`config.mk`:
```
export PLATFORM = sky130hd
export DESIGN_NAME = regbank_arbiter
export DESIGN_NICKNAME = d
export VERILOG_FILES = /design/src/rtl/rb_arb_pkg.sv /design/src/rtl/toggle_sync.sv /design/src/rtl/regbank_arbiter.sv
export SDC_FILE = /design/constraint.sdc
export NUM_CORES = 1
export LEC_CHECK = 0
export ABC_AREA = 1
export BUFFER_PORTS_ARGS = -buffer_cell sky130_fd_sc_hd__buf_2
export CAP_MARGIN = 25
export CORE_MARGIN = 8
export CORE_UTILIZATION = 46
export CTS_CLUSTER_SIZE = 16
export DETAILED_ROUTE_END_ITERATION = 10
export MAX_ROUTING_LAYER = met4
export PLACE_DENSITY_LB_ADDON = 0.08
export SLEW_MARGIN = 20
export SYNTH_ARGS = -nofsm -noshare
export SYNTH_HDL_FRONTEND = slang
export SYNTH_SLANG_ARGS = --single-unit
```
`constraint.sdc`:
```
create_clock -name clk -period 1.9 [get_ports clk]
set_input_delay 0.38 -clock clk [delete_from_list [all_inputs] [get_ports clk]]
set_output_delay 0.38 -clock clk [all_outputs]
set_load 0.01 [all_outputs]
```
`src/rtl/rb_arb_pkg.sv`:
```
// rb_arb_pkg: shared state encoding, grant ids and defaults for the register-bank arbiter
package rb_arb_pkg;
    typedef enum logic [1:0] {IDLE, WAIT, DRAIN} state_t;
    localparam logic RD = 1'b0;
    localparam logic WR = 1'b1;
    localparam int DEFAULT_TIMEOUT = 16;
    localparam int DEFAULT_SYNC_STAGES = 2;
endpackage

```
`src/rtl/toggle_sync.sv`:
```
// toggle_sync: multi-flop synchroniser for an incoming handshake toggle
module toggle_sync #(
    parameter int SYNC_STAGES = 2
) (
    input  logic clk,
    input  logic reset,
    input  logic d_i,
    output logic q_o
);
    logic [SYNC_STAGES-1:0] sync_q;
    // shift the toggle through the flop chain; cleared on reset
    always_ff @(posedge clk) begin
        if (reset) sync_q <= '0;
        else       sync_q <= {sync_q[SYNC_STAGES-2:0], d_i};
    end
    assign q_o = sync_q[SYNC_STAGES-1];
endmodule

```
`src/rtl/regbank_arbiter.sv`:
```
// regbank_arbiter: serialises decode reads and write-back writes onto one toggle-handshake bank port
module regbank_arbiter import rb_arb_pkg::*; #(
    parameter int SYNC_STAGES = DEFAULT_SYNC_STAGES,
    parameter int TIMEOUT     = DEFAULT_TIMEOUT,
    parameter int AW          = 4,
    parameter int DW          = 32
) (
    input  logic          clk,
    input  logic          reset,
    input  logic          rdTriggerIn,
    input  logic [AW-1:0] rdAddrIn,
    output logic [DW-1:0] rdDataOut,
    output logic          rdReadyOut,
    input  logic          wrTriggerIn,
    input  logic [AW-1:0] wrAddrIn,
    input  logic [DW-1:0] wrDataIn,
    output logic          wrReadyOut,
    output logic          bankTriggerOut,
    output logic          bankWeOut,
    output logic [AW-1:0] bankAddrOut,
    output logic [DW-1:0] bankDataOut,
    input  logic          bankReadyIn,
    input  logic [DW-1:0] bankDataIn,
    output logic          timeoutErr
);
    localparam int TW = $clog2(TIMEOUT);

    logic          rd_sync, wr_sync, bank_sync;
    logic          rd_pend, wr_pend, bank_done, grant_d;
    state_t        state_q;
    logic          grant_q, rr_last_q;
    logic [TW-1:0] timer_q;
    logic [DW-1:0] rd_data_q, bank_data_q;
    logic [AW-1:0] bank_addr_q;
    logic          rd_ready_q, wr_ready_q, bank_trig_q, bank_we_q, timeout_q;

    toggle_sync #(.SYNC_STAGES(SYNC_STAGES)) u_rd_sync   (.clk(clk), .reset(reset), .d_i(rdTriggerIn), .q_o(rd_sync));
    toggle_sync #(.SYNC_STAGES(SYNC_STAGES)) u_wr_sync   (.clk(clk), .reset(reset), .d_i(wrTriggerIn), .q_o(wr_sync));
    toggle_sync #(.SYNC_STAGES(SYNC_STAGES)) u_bank_sync (.clk(clk), .reset(reset), .d_i(bankReadyIn), .q_o(bank_sync));

    assign rd_pend   = rd_sync ^ rd_ready_q;
    assign wr_pend   = wr_sync ^ wr_ready_q;
    assign bank_done = bank_sync == bank_trig_q;

    // contention: same address lets the write go first, otherwise alternate against the last served side
    always_comb begin
        grant_d = (rd_pend && wr_pend) ? ((rdAddrIn == wrAddrIn) ? WR : ~rr_last_q) : (wr_pend ? WR : RD);
    end

    // access sequencer: grant in IDLE, await bank ack or timeout in WAIT, absorb a late ack in DRAIN
    always_ff @(posedge clk) begin
        if (reset) begin
            state_q     <= IDLE;
            grant_q     <= RD;
            rr_last_q   <= WR;
            timer_q     <= '0;
            rd_data_q   <= '0;
            rd_ready_q  <= 1'b0;
            wr_ready_q  <= 1'b0;
            bank_trig_q <= 1'b0;
            bank_we_q   <= 1'b0;
            bank_addr_q <= '0;
            bank_data_q <= '0;
            timeout_q   <= 1'b0;
        end else begin
            case (state_q)
                IDLE: if (rd_pend || wr_pend) begin
                    grant_q     <= grant_d;
                    bank_we_q   <= grant_d;
                    bank_addr_q <= grant_d ? wrAddrIn : rdAddrIn;
                    bank_data_q <= wrDataIn;
                    bank_trig_q <= ~bank_trig_q;
                    timer_q     <= '0;
                    state_q     <= WAIT;
                end
                WAIT: if (bank_done) begin
                    if (grant_q == RD) rd_data_q <= bankDataIn;
                    rd_ready_q <= rd_ready_q ^ (grant_q == RD);
                    wr_ready_q <= wr_ready_q ^ (grant_q == WR);
                    rr_last_q  <= grant_q;
                    state_q    <= IDLE;
                end else if (timer_q == TW'(TIMEOUT - 1)) begin
                    if (grant_q == RD) rd_data_q <= '1;
                    rd_ready_q <= rd_ready_q ^ (grant_q == RD);
                    wr_ready_q <= wr_ready_q ^ (grant_q == WR);
                    timeout_q  <= 1'b1;
                    state_q    <= DRAIN;
                end else begin
                    timer_q <= timer_q + 1'b1;
                end
                DRAIN: if (bank_done) state_q <= IDLE;
                default: state_q <= IDLE;
            endcase
        end
    end

    assign rdDataOut      = rd_data_q;
    assign rdReadyOut     = rd_ready_q;
    assign wrReadyOut     = wr_ready_q;
    assign bankTriggerOut = bank_trig_q;
    assign bankWeOut      = bank_we_q;
    assign bankAddrOut    = bank_addr_q;
    assign bankDataOut    = bank_data_q;
    assign timeoutErr     = timeout_q;
endmodule
```
==> results.toml <==
[global_routing]
grt_pass1_vias = 3100
grt-ovfl-total = 0
grt_antenna_before_repair = 0
track_usage = 0.169
grt_max_degree = 43
grt_first_pass_wirelength_mm = 13.8

[synth]
synth-xor-area-share = 0.00532
synth-simple-area-share = 0.247
ys_types = 27
synth_edf_count = 0
synth_fa_ha_area_frac = 0.00380
synth_top_area_share = 0.523
syn_nets = 501
synth_compound_area_frac = 0.148
synth_area_per_cell_sq_um = 7.79
synth.area.top_cells = "dfxtp_1, nand2_1, a21oi_1, o21ai_1, inv_1"
syn-instance-count = 423
synth_async_sr_flop_share = 0
yosysTopAreaCell = "dfxtp_1"
synthFlopType = "dfxtp_1"
netlist_area_sq_um = 3290
synth_common_cells = "nand2_1, dfxtp_1, a21oi_1"
ys_seq_area_frac = 0.523
synth.most_common_cell = "nand2_1"
synth-seq-cells = 86
muxShareOfSynthArea = 0
yosys_warnings = 0
synth_top_family_by_area = "simple AND/OR/NAND/NOR gates"

[final_layout]
drive_gt1_frac = 0.353
final.fill_count = 701
area.growth.synth_to_final_pct = 31.6
num_antenna_cells = 0
fin_util = 0.611
nNetsFinal = 648

[clock_network]
clock_latency_ns = 0.34
ctsHoldBuffers = 0
cts_max_level = 3
clk_pin_slew_ns = 0.09
post_cts.repair.setup_buffers = 0
clock-sinks = 86
clockBufferDepth = 2
cts_tree = "done"
cts_root_buf = "clkbuf_8"
cts_resized = 0
cts_made_buffers = 9

[sta]
worst_slew_pin_slew_ns = 0.489
grt_setup_unrepaired = "false"
setup_tns_ns = 0
fin_crit_sh = 0.814
fin_skew_ns = 0.00640
holdWs_ns = 0.231
relSlewSlack = 0.674
post-route-min-period_ns = 1.55
hold_violations = 0
drv_slew = 0
fmax_mhz = 647
fin_ws_ns = 0.354
finalSetupViolCount = 0

[floorplanning]
fp-row-count = 31
die_h_um = 101
dieArea_sq_um = 10100
initial_core_util = 0.464
num_io_pins = 150
die_w_um = 101
core_area_sq_um = 7100

[status]
outcome = "finished, final reports clean"

[drt]
routed_wl_mm = 8.36
dr.first_iter.drc_count = 114
vias = 3114
ant_nets = 0
wl_per_cell_um = 12.4
drc = 0
drtPass1Iterations = 5
viasPerCell = 4.62

[power_and_ir_drop]
peakVddDrop_v = 0.000486
leakage_uw = 0.00222
p_per_area_nw_per_um2 = 1000

[worst_setup_path]
cp.arrival_ns = 1.82
crit_fanout = 20
worst-r2r-setup-slack_ns = 0.35
crit_type = "register to register"
worstSetupEndpointType = "register"
start_kind = "register"
required_ns = 2.17

[placement]
place.gp.congestion = 0.816
hpwl_mm = 6.16
portBuffers = 149
dp_slack_ns = 0.373

[worst_hold_path]
hold_path.class = "input pin to register"

[job]
drv_cap = 0
-- path summary, 6_finish.rpt --
path / to / cells past startpoint / startpoint
worst max-delay path: rdDataOut[0]$_SDFFE_PP0P_ / 10 / timer_q[0]$_SDFFE_PP0P_
worst min-delay path: bankDataOut[24]$_SDFFE_PP0P_ / 3 / wrDataIn[24]
worst max register to register: rdDataOut[0]$_SDFFE_PP0P_ / 10 / timer_q[0]$_SDFFE_PP0P_
worst min register to register: u_wr_sync.sync_q[1]$_SDFF_PP0_ / 2 / u_wr_sync.sync_q[0]$_SDFF_PP0_
-- area by class of cell --
cell class,count,area (sq um),area share
timing repair buffer,157,818,0.189
multi-input combinational,287,1330,0.306
clock buffer,11,151,0.0349
clock inverter,5,81.3,0.0188
sequential,86,1720,0.397
tap,99,124,0.0286
inverter,29,110,0.0254
-- sequential cells by signal, summed over array words and instances, names as in the netlist, 2 cells and up --
name and flops:
bankAddrOut 4, bankDataOut 32, rdDataOut 32, state_q 2, timer_q 4, u_bank_sync.sync_q 2, u_rd_sync.sync_q 2, u_wr_sync.sync_q 2
-- kinds of logic after synthesis --
family | Yosys count
fa+ha+maj | 1
buf+inv | 50
xor+xnor | 2
compound gates | 81
simple gates | 203
flops | 86
-- critical path, stage by stage, from the launching register on --
cell      delay, ns
dfxtp_1        0.36
ha_1           0.19
nand2_2        0.08
nor2_4         0.09
nor2_2         0.06
nor2_4         0.11
nand2_4        0.06
clkinv_2       0.05
buf_4          0.21
o21ai_0        0.12
a21oi_1        0.14
-- metrics by stage --
| stage | std cells | cell area (sq um) | power, uW |
|---|---|---|---|
| after detailed placement | 658 | 4100 | 2950 |
| after CTS | 674 | 4340 | 4390 |
| after global routing | 674 | 4340 | 4580 |
| final | 674 | 4340 | 4340 |
| after global placement | 658 | 4100 | 2930 |
| after floorplan | 423 | 3290 | 2620 |
-- cell usage in the layout, fill, tap and decap left out --
cell type   instances
nand2_1           169
buf_2             149
dfxtp_1            86
a21oi_1            31
inv_1              26
o21ai_1            20
nor2_1             14
nand3_1            11
clkbuf_8           11
o21ai_2            10
a21oi_2            10
o21ai_0             8
buf_4               7
xnor2_1             2
nand2_2             2
inv_2               2
nor2_2              2
nor2_4              2
clkinv_2            2
bufinv_16           2
o211ai_1            1
nand2_4             1
o311ai_0            1
and3_1              1
nor3_1              1
ha_1                1
clkinvlp_4          1
clkinv_4            1
buf_12              1
-- power breakdown --
part | internal, uW | switching (uW) | total [uW]
sequential | 1980 | 84.5 | 2060
combinational | 324 | 511 | 836
clock | 813 | 627 | 1440
-- layer usage --
metal  routed length, um  up-vias  track usage  part of all wire
met4                  99        0       0.0523             0.012
li1                    -     1628            -                 -
met5                   0        -            -                 0
met3                 586        9       0.0483             0.070
met1                3880     1387        0.200              0.46
met2                3790       90        0.272              0.45
No activity file was read; power rests on OpenSTA's default activity.
